### src/rtl/alu_pkg.sv
// Shared ALU definitions: operation encodings and arbiter state.
// Imported by the ALU front-end arbiter and its users.
package alu_pkg;

    localparam int ALU_DATA_W = 32;

    localparam logic [2:0] FUNC3_ADD  = 3'b000;
    localparam logic [2:0] FUNC3_SLL  = 3'b001;
    localparam logic [2:0] FUNC3_SLT  = 3'b010;
    localparam logic [2:0] FUNC3_SLTU = 3'b011;
    localparam logic [2:0] FUNC3_XOR  = 3'b100;
    localparam logic [2:0] FUNC3_SRX  = 3'b101;
    localparam logic [2:0] FUNC3_OR   = 3'b110;
    localparam logic [2:0] FUNC3_AND  = 3'b111;

    typedef enum logic [1:0] {
        IDLE,
        ISSUE,
        RESP
    } arb_state_e;

endpackage

### src/rtl/rr_arbiter.sv
// Round-robin request picker: first asserted request at or above ptr,
// wrapping modulo NREQ. Purely combinational.
module rr_arbiter #(
    parameter int NREQ = 2,
    parameter int ID_W = 1
) (
    input  logic [NREQ-1:0] req,
    input  logic [ID_W-1:0] ptr,
    output logic [NREQ-1:0] gnt_oh,
    output logic [ID_W-1:0] gnt_id,
    output logic            gnt_any
);

    // Scan requests starting at ptr; the first hit wins.
    always_comb begin
        int idx;
        idx     = 0;
        gnt_oh  = '0;
        gnt_id  = '0;
        gnt_any = 1'b0;
        for (int k = 0; k < NREQ; k++) begin
            idx = int'(ptr) + k;
            if (idx >= NREQ) idx = idx - NREQ;
            if (!gnt_any && req[ID_W'(idx)]) begin
                gnt_any             = 1'b1;
                gnt_oh[ID_W'(idx)]  = 1'b1;
                gnt_id              = ID_W'(idx);
            end
        end
    end

endmodule

### src/rtl/alu_arbiter.sv
// Shares one registered-output ALU between NREQ requesters.
// Round-robin grant, held operands, tagged valid/ready response.
module alu_arbiter
    import alu_pkg::*;
#(
    parameter int DATA_W = ALU_DATA_W,
    parameter int NREQ   = 2,
    parameter int ID_W   = 1
) (
    input  logic                 clk,
    input  logic                 rst_n,
    input  logic                 flush,
    input  logic [NREQ-1:0]      req_valid,
    output logic [NREQ-1:0]      req_ready,
    input  logic [NREQ*DATA_W-1:0] req_in1,
    input  logic [NREQ*DATA_W-1:0] req_in2,
    input  logic [NREQ*3-1:0]    req_func3,
    input  logic [NREQ-1:0]      req_opequal,
    output logic [DATA_W-1:0]    alu_in1,
    output logic [DATA_W-1:0]    alu_in2,
    output logic [2:0]           alu_func3,
    output logic                 alu_opequal,
    input  logic [DATA_W-1:0]    alu_out,
    output logic                 rsp_valid,
    output logic [ID_W-1:0]      rsp_id,
    output logic [DATA_W-1:0]    rsp_data,
    input  logic                 rsp_ready
);

    arb_state_e        state;
    logic [ID_W-1:0]   rr_ptr;
    logic [ID_W-1:0]   id_q;
    logic [DATA_W-1:0] in1_q;
    logic [DATA_W-1:0] in2_q;
    logic [2:0]        f3_q;
    logic              opeq_q;

    logic [NREQ-1:0]   gnt_oh;
    logic [ID_W-1:0]   gnt_id;
    logic              gnt_any;
    logic              can_take;
    logic              take;
    logic [ID_W-1:0]   nxt_ptr;

    rr_arbiter #(
        .NREQ (NREQ),
        .ID_W (ID_W)
    ) u_rr (
        .req     (req_valid),
        .ptr     (rr_ptr),
        .gnt_oh  (gnt_oh),
        .gnt_id  (gnt_id),
        .gnt_any (gnt_any)
    );

    // A new op may enter when idle, or when the current result is
    // being consumed this cycle; reset and flush block everything.
    assign can_take = rst_n && !flush &&
                      (state == IDLE || (state == RESP && rsp_ready));
    assign req_ready = can_take ? gnt_oh : '0;
    assign take      = can_take && gnt_any;

    assign rsp_valid = rst_n && !flush && (state == RESP);
    assign rsp_data  = rsp_valid ? alu_out : '0;
    assign rsp_id    = id_q;

    assign alu_in1     = in1_q;
    assign alu_in2     = in2_q;
    assign alu_func3   = f3_q;
    assign alu_opequal = opeq_q;

    assign nxt_ptr = (int'(gnt_id) == NREQ - 1) ? '0 : gnt_id + 1'b1;

    // Op FSM plus operand/id capture on accept.
    always_ff @(posedge clk) begin
        if (!rst_n) begin
            state  <= IDLE;
            rr_ptr <= '0;
            id_q   <= '0;
            in1_q  <= '0;
            in2_q  <= '0;
            f3_q   <= '0;
            opeq_q <= 1'b0;
        end else if (flush) begin
            state <= IDLE;
        end else begin
            unique case (state)
                IDLE:    if (take) state <= ISSUE;
                ISSUE:   state <= RESP;
                RESP:    if (rsp_ready) state <= take ? ISSUE : IDLE;
                default: state <= IDLE;
            endcase
            if (take) begin
                rr_ptr <= nxt_ptr;
                id_q   <= gnt_id;
                in1_q  <= req_in1[gnt_id*DATA_W +: DATA_W];
                in2_q  <= req_in2[gnt_id*DATA_W +: DATA_W];
                f3_q   <= req_func3[gnt_id*3 +: 3];
                opeq_q <= req_opequal[gnt_id];
            end
        end
    end

endmodule

### config.mk
export PLATFORM = sky130hd
export DESIGN_NAME = alu_arbiter
export DESIGN_NICKNAME = d
export VERILOG_FILES = /design/src/rtl/alu_pkg.sv /design/src/rtl/rr_arbiter.sv /design/src/rtl/alu_arbiter.sv
export SDC_FILE = /design/constraint.sdc
export NUM_CORES = 1
export LEC_CHECK = 0
export BUFFER_PORTS_ARGS = -buffer_cell sky130_fd_sc_hd__buf_2
export CAP_MARGIN = 20
export CORE_AREA = 2 2 109 111
export CTS_CLUSTER_SIZE = 20
export DETAILED_ROUTE_END_ITERATION = 10
export DIE_AREA = 0 0 111 113
export PLACE_DENSITY = 0.71
export SLEW_MARGIN = 10
export SYNTH_ARGS = -nofsm -noshare
export SYNTH_HDL_FRONTEND = slang
export SYNTH_SLANG_ARGS = --single-unit
### constraint.sdc
create_clock -name clk -period 3.3 [get_ports clk]
set_input_delay 0.495 -clock clk [delete_from_list [all_inputs] [get_ports clk]]
set_output_delay 0.495 -clock clk [all_outputs]
set_load 0.01 [all_outputs]
After elaboration in Yosys (flattened, before gate mapping)
Cells that the tools add are included.
{"block": "totals", "register_bits": 72, "inputBits": 174, "out_inout_bits": 104, "elab_cells": 69}
{"block": "classes", "add_sub_neg": 4, "multipliers": 1, "n_lt_le_gt_ge": 7, "eq_ne": 4, "n_shift": 3, "muxes": 25, "bitwise": 3, "reduce_logical": 15}
{"operator": "$shiftx 64x7->32", "count": 2}
{"operator": "$mux 32", "count": 1}
{"operator": "$mux 1", "count": 16}
{"operator": "$mux 2", "count": 5}
{"operator": "$logic_and 1x1->1", "count": 8}
{"operator": "$lt 1x3->1 const B", "count": 2}
{"operator": "$pmux 2 s3", "count": 1}
{"operator": "$shiftx 6x4->3", "count": 1}
{"operator": "$ne 2x2->1 const B", "count": 2}
{"operator": "$reduce_and 2->1", "count": 2}
{"operator": "$mul 1x2->3 const B", "count": 1}
{"operator": "$add 1x1->2 const B", "count": 1}
{"operator": "$demux 1 s1", "count": 2}
{"operator": "$eq 2x1->1 const B", "count": 1}
{"operator": "$eq 2x2->1 const B", "count": 1}
{"operator": "$ge 1x1->1 const B", "count": 2}
{"operator": "$ge 1x2->1 const B", "count": 1}
{"operator": "$ge 2x2->1 const B", "count": 1}
{"operator": "$logic_not 1->1", "count": 2}
{"operator": "$logic_not 2->1", "count": 1}
{"operator": "$lt 1x2->1 const B", "count": 1}
{"operator": "$not 1->1", "count": 2}
{"operator": "$or 2x2->2", "count": 1}
{"operator": "$reduce_or 2->1", "count": 1}
{"operator": "3 further kinds", "count": 4}

Logic depth before layout (Yosys ltp)
{"block": "depth", "ltp_word": 13, "depth_mapped": 7}

By module
From an unflattened synthesis, not the netlist that was laid out.
{"block": "hier_totals", "hier_cells": 357, "hier_area_um2": 3633.5}
{"module": "alu_arbiter", "instances": 1, "cells_each": 352, "area_per_inst_um2": 3598.5, "seq_area_each_um2": 1441.4}
{"module": "rr_arbiter", "instances": 1, "cells_each": 5, "area_per_inst_um2": 35.0, "seq_area_each_um2": 0.0}

Least setup slack after synthesis
No wires, ideal clock.
{"block": "synth_path", "kind": "input-to-output", "start": "input port flush", "end": "output port req_ready[0]", "arrival_ns": 1.482, "required_time_ns": 2.805, "path_slack_ns": 1.323, "cell_stages": 3, "path_buffers": 0, "path_cell_list": "or3b_4 > or4_1 > inv_1"}
{"block": "synth_between", "elab_chain_cells": 4}
{"item": "start, declared", "line_no": "alu_arbiter.sv:12", "text": "input logic flush,"}
{"item": "$logic_not 1->1", "line_no": "alu_arbiter.sv:58", "text": "assign can_take = rst_n && !flush &&"}
{"item": "$logic_and 1x1->1 (2 in a row)", "line_no": "alu_arbiter.sv:58"}
{"item": "$mux 2", "line_no": "alu_arbiter.sv:60", "text": "assign req_ready = can_take ? gnt_oh : '0;"}
{"item": "end, declared", "line_no": "alu_arbiter.sv:14", "text": "output logic [NREQ-1:0] req_ready,"}
Every way passes these cells.

Worst setup path in the final report
{"block": "layout_path", "start": "register state[1]", "end": "output port req_ready[0]"}
{"block": "layout_between", "elab_chain_cells": 5}
{"item": "start, declared", "line_no": "alu_arbiter.sv:30", "text": "arb_state_e state;"}
{"item": "start signal, assigned", "line_no": "alu_arbiter.sv:90", "text": "RESP: if (rsp_ready) state <= take ? ISSUE : IDLE;"}
{"item": "$eq 2x2->1", "line_no": "alu_arbiter.sv:59", "text": "(state == IDLE || (state == RESP && rsp_ready));"}
{"item": "$logic_and 1x1->1", "line_no": "alu_arbiter.sv:59"}
{"item": "$logic_or 1x1->1 *", "line_no": "alu_arbiter.sv:59"}
{"item": "$logic_and 1x1->1 *", "line_no": "alu_arbiter.sv:58"}
{"item": "$mux 2 *", "line_no": "alu_arbiter.sv:60"}
Every way passes the cells marked *; elsewhere a longest branch is shown, timed or not.

==> results.py <==
metrics = {
    "timing": {
        "period_needed_ns": 2.51,
        "hold_viol_final": 0,
        "fin_crit_sh": 0.761,
        "setup_viol": 0,
        "rsz0062_at_grt": "no",
        "fin_skew_ns": 0.00586,
        "fmax_ghz": 0.398,
        "fin_tns_setup_ns": 0,
        "worst_slew_pin_slew_ns": 0.983,
        "drv_slew": 0,
        "maxSlewHeadroom": 0.344,
    },
    "drt": {
        "wire_per_inst_um": 16.6,
        "detail-route-antenna-nets": 0,
        "num_vias": 4552,
        "vias_per_cell": 5.61,
        "drt_iter0_markers": 382,
        "drt_wl_total_mm": 13.5,
        "drc": 0,
        "first_pass_iters": 7,
    },
    "floorplan": {
        "core_area_mm2": 0.0113,
        "die_h_um": 113,
        "dieWidth_um": 111,
        "num_rows": 39,
        "io_pins": 278,
        "start_util": 0.325,
        "die_area_mm2": 0.0125,
    },
    "finish": {
        "diodes": 0,
        "area_growth_pct": 45.8,
        "drive_gt1_frac": 0.461,
        "n_fill_cell": 1104,
        "fin_nets": 837,
    },
    "critical_path": {
        "worstSetupStartpointType": "flop",
        "crit_type": "flop to primary output",
        "reg2reg_slack_ns": 1.24,
        "end_kind": "primary output",
        "path_cells": "and2b_1, or4_1, inv_1, buf_2",
        "required_ns": 2.80,
        "worstReg2RegEnd": "alu_in1[1]",
        "path_delay_family": "simple AND/OR/NAND/NOR gates",
        "slowest_stage": "dfxtp_1",
        "r2r-start": "state[1]",
        "crit_fanout": 36,
        "crit_arrival_ns": 2.02,
        "r2r_cells": 4,
        "max_stage_delay_ns": 0.63,
        "crit_buf_inv": 2,
    },
    "global_routing": {
        "grt_usage": 0.207,
        "grt_max_degree": 85,
        "grt-ovfl-total": 0,
        "antenna_found_initial": 0,
        "grt_pass1_vias": 4466,
        "grt_pass1_wl_mm": 21.1,
    },
    "clock_tree": {
        "clock_sinks": 72,
        "clk_latency_ns": 0.33,
        "post-cts-setup-buffers": 0,
        "cts_max_level": 3,
        "ctsResizeCount": 0,
        "cts_tree": "done",
        "hold_buffers": 0,
        "clkTransAtPathRegs_ns": 0.06,
        "clockBufferDepth": 2,
        "cts_buffers": 9,
        "cts_root_buf": "clkbuf_16",
    },
    "power": {
        "power_density_mw_per_mm2": 430,
        "power_leakage_nw": 2.60,
        "ir_worst_vdd_mv": 0.214,
        "power_mw": 2.30,
    },
    "place": {
        "place.gp.congestion": 0.883,
        "dpl.hpwl_mm": 9.54,
        "io_buffer_count": 275,
    },
    "yosys": {
        "synth_area_mm2": 0.00367,
        "syn-mean-instance-area_um2": 8.57,
        "ys_seq_elements": 72,
        "syn_nets": 602,
        "synth_cell_types": 27,
        "synth_seq_area_share": 0.393,
        "yosys_warnings": 0,
        "synthCells": 428,
    },
    "hold_path": {
        "hold_end": "state[1]",
        "worstHoldStart": "flush",
        "hold_path.class": "input port to flop",
        "min_path_cells": 2,
    },
    "run": {
        "maxCapViolations": 0,
    },
    "status": {
        "status": "finished clean",
    },
}
==> through the flow <==
stage          worst slack, ns  std cells  area (um^2)  hold slack [ns]  utilization
6_report                 0.790        811         5340            0.399        0.474
2_1_floorplan             1.32        428         3670            0.493            -
3_5_place_dp              1.01        795         5050            0.473        0.448
4_1_cts                  0.786        811         5340            0.387        0.474
3_3_place_gp              1.05        795         5050            0.460        0.448
5_1_grt                  0.664        811         5340            0.406        0.474
==> final cells by class <==
class	count	area [um^2]	share of cell area
clock buffer	9	225	0.0421
clock inverter	7	71.3	0.0133
inverter	3	11.3	0.00211
timing repair buffer	286	1460	0.273
sequential	72	1450	0.270
tap	143	179	0.0335
multi-input combinational	291	1950	0.365
==> cells in the mapped netlist <==
master,n,area share
inv_1,2,0.0020
buf_1,1,0.0010
and2_1,1,0.0017
nor3_4,1,0.0044
conb_1,1,0.0010
or4_1,1,0.0020
nand4_1,1,0.0017
a211oi_1,30,0.061
nor2_1,1,0.0010
nand2b_1,1,0.0017
a21oi_1,2,0.0027
buf_2,22,0.030
a31oi_1,68,0.12
nor3b_2,1,0.0034
dfxtp_1,72,0.39
buf_4,3,0.0061
clkbuf_1,36,0.037
o31ai_1,2,0.0041
nand2_1,39,0.040
nor3_1,1,0.0014
or3b_4,1,0.0031
inv_2,1,0.0010
and2b_1,1,0.0020
and3_1,32,0.055
a311oi_1,38,0.091
nand3_1,38,0.052
mux2i_1,31,0.085
==> cell usage in the layout (no fill, tap or decap), types with 2 or more instances in the layout <==
| master | netlist | routed |
|---|---|---|
| clkinv_2 | 0 | 2 |
| mux2i_1 | 31 | 31 |
| inv_1 | 2 | 2 |
| and3_1 | 32 | 32 |
| buf_4 | 3 | 12 |
| clkbuf_16 | 0 | 9 |
| a211oi_1 | 30 | 30 |
| buf_2 | 22 | 274 |
| o31ai_1 | 2 | 2 |
| a31oi_1 | 68 | 68 |
| dfxtp_1 | 72 | 71 |
| nand3_1 | 38 | 38 |
| clkinv_4 | 0 | 2 |
| a21oi_1 | 2 | 2 |
| a311oi_1 | 38 | 38 |
| nand2_1 | 39 | 39 |
==> cell families after synthesis <==
family                 Yosys count  share of synthesized area
AOI/OAI and AO/OA              140                      0.275
and+or+nand+nor                119                      0.169
DFF                             72                      0.393
buffers and inverters           65                     0.0771
muxes                           31                     0.0846
other                            1                    0.00102
==> metal layers <==
layer	global-route usage	up-vias	part of all wire
li1	-	2134	-
met1	0.235	2165	0.40
met2	0.381	225	0.51
met3	0.0321	28	0.066
met4	0.0942	0	0.022
met5	0	-	0
==> how the worst max path moves through the flow <==
stage | from | to | cells past startpoint
after floorplan | flush | req_ready[0] | 3
after global placement | flush | rsp_data[20] | 5
after detailed placement | flush | rsp_data[5] | 5
after CTS | state[1] | req_ready[0] | 4
after global routing | state[1] | req_ready[0] | 4
final | state[1] | req_ready[0] | 4
==> flip-flops by register name (all words and copies together), names as in the netlist <==
| register | cells |
|---|---|
| alu_func3 | 3 |
| alu_in1 | 32 |
| alu_in2 | 32 |
| alu_opequal | 1 |
| rr_ptr | 1 |
| rsp_id | 1 |
| state | 2 |
==> where the power goes <==
group          switching, mW  total [mW]  internal [mW]
Sequential            0.0341       0.948          0.914
Combinational          0.200       0.378          0.177
Clock                  0.387       0.972          0.585
Total                  0.621        2.30           1.68
(Power assumes the default switching activity.)
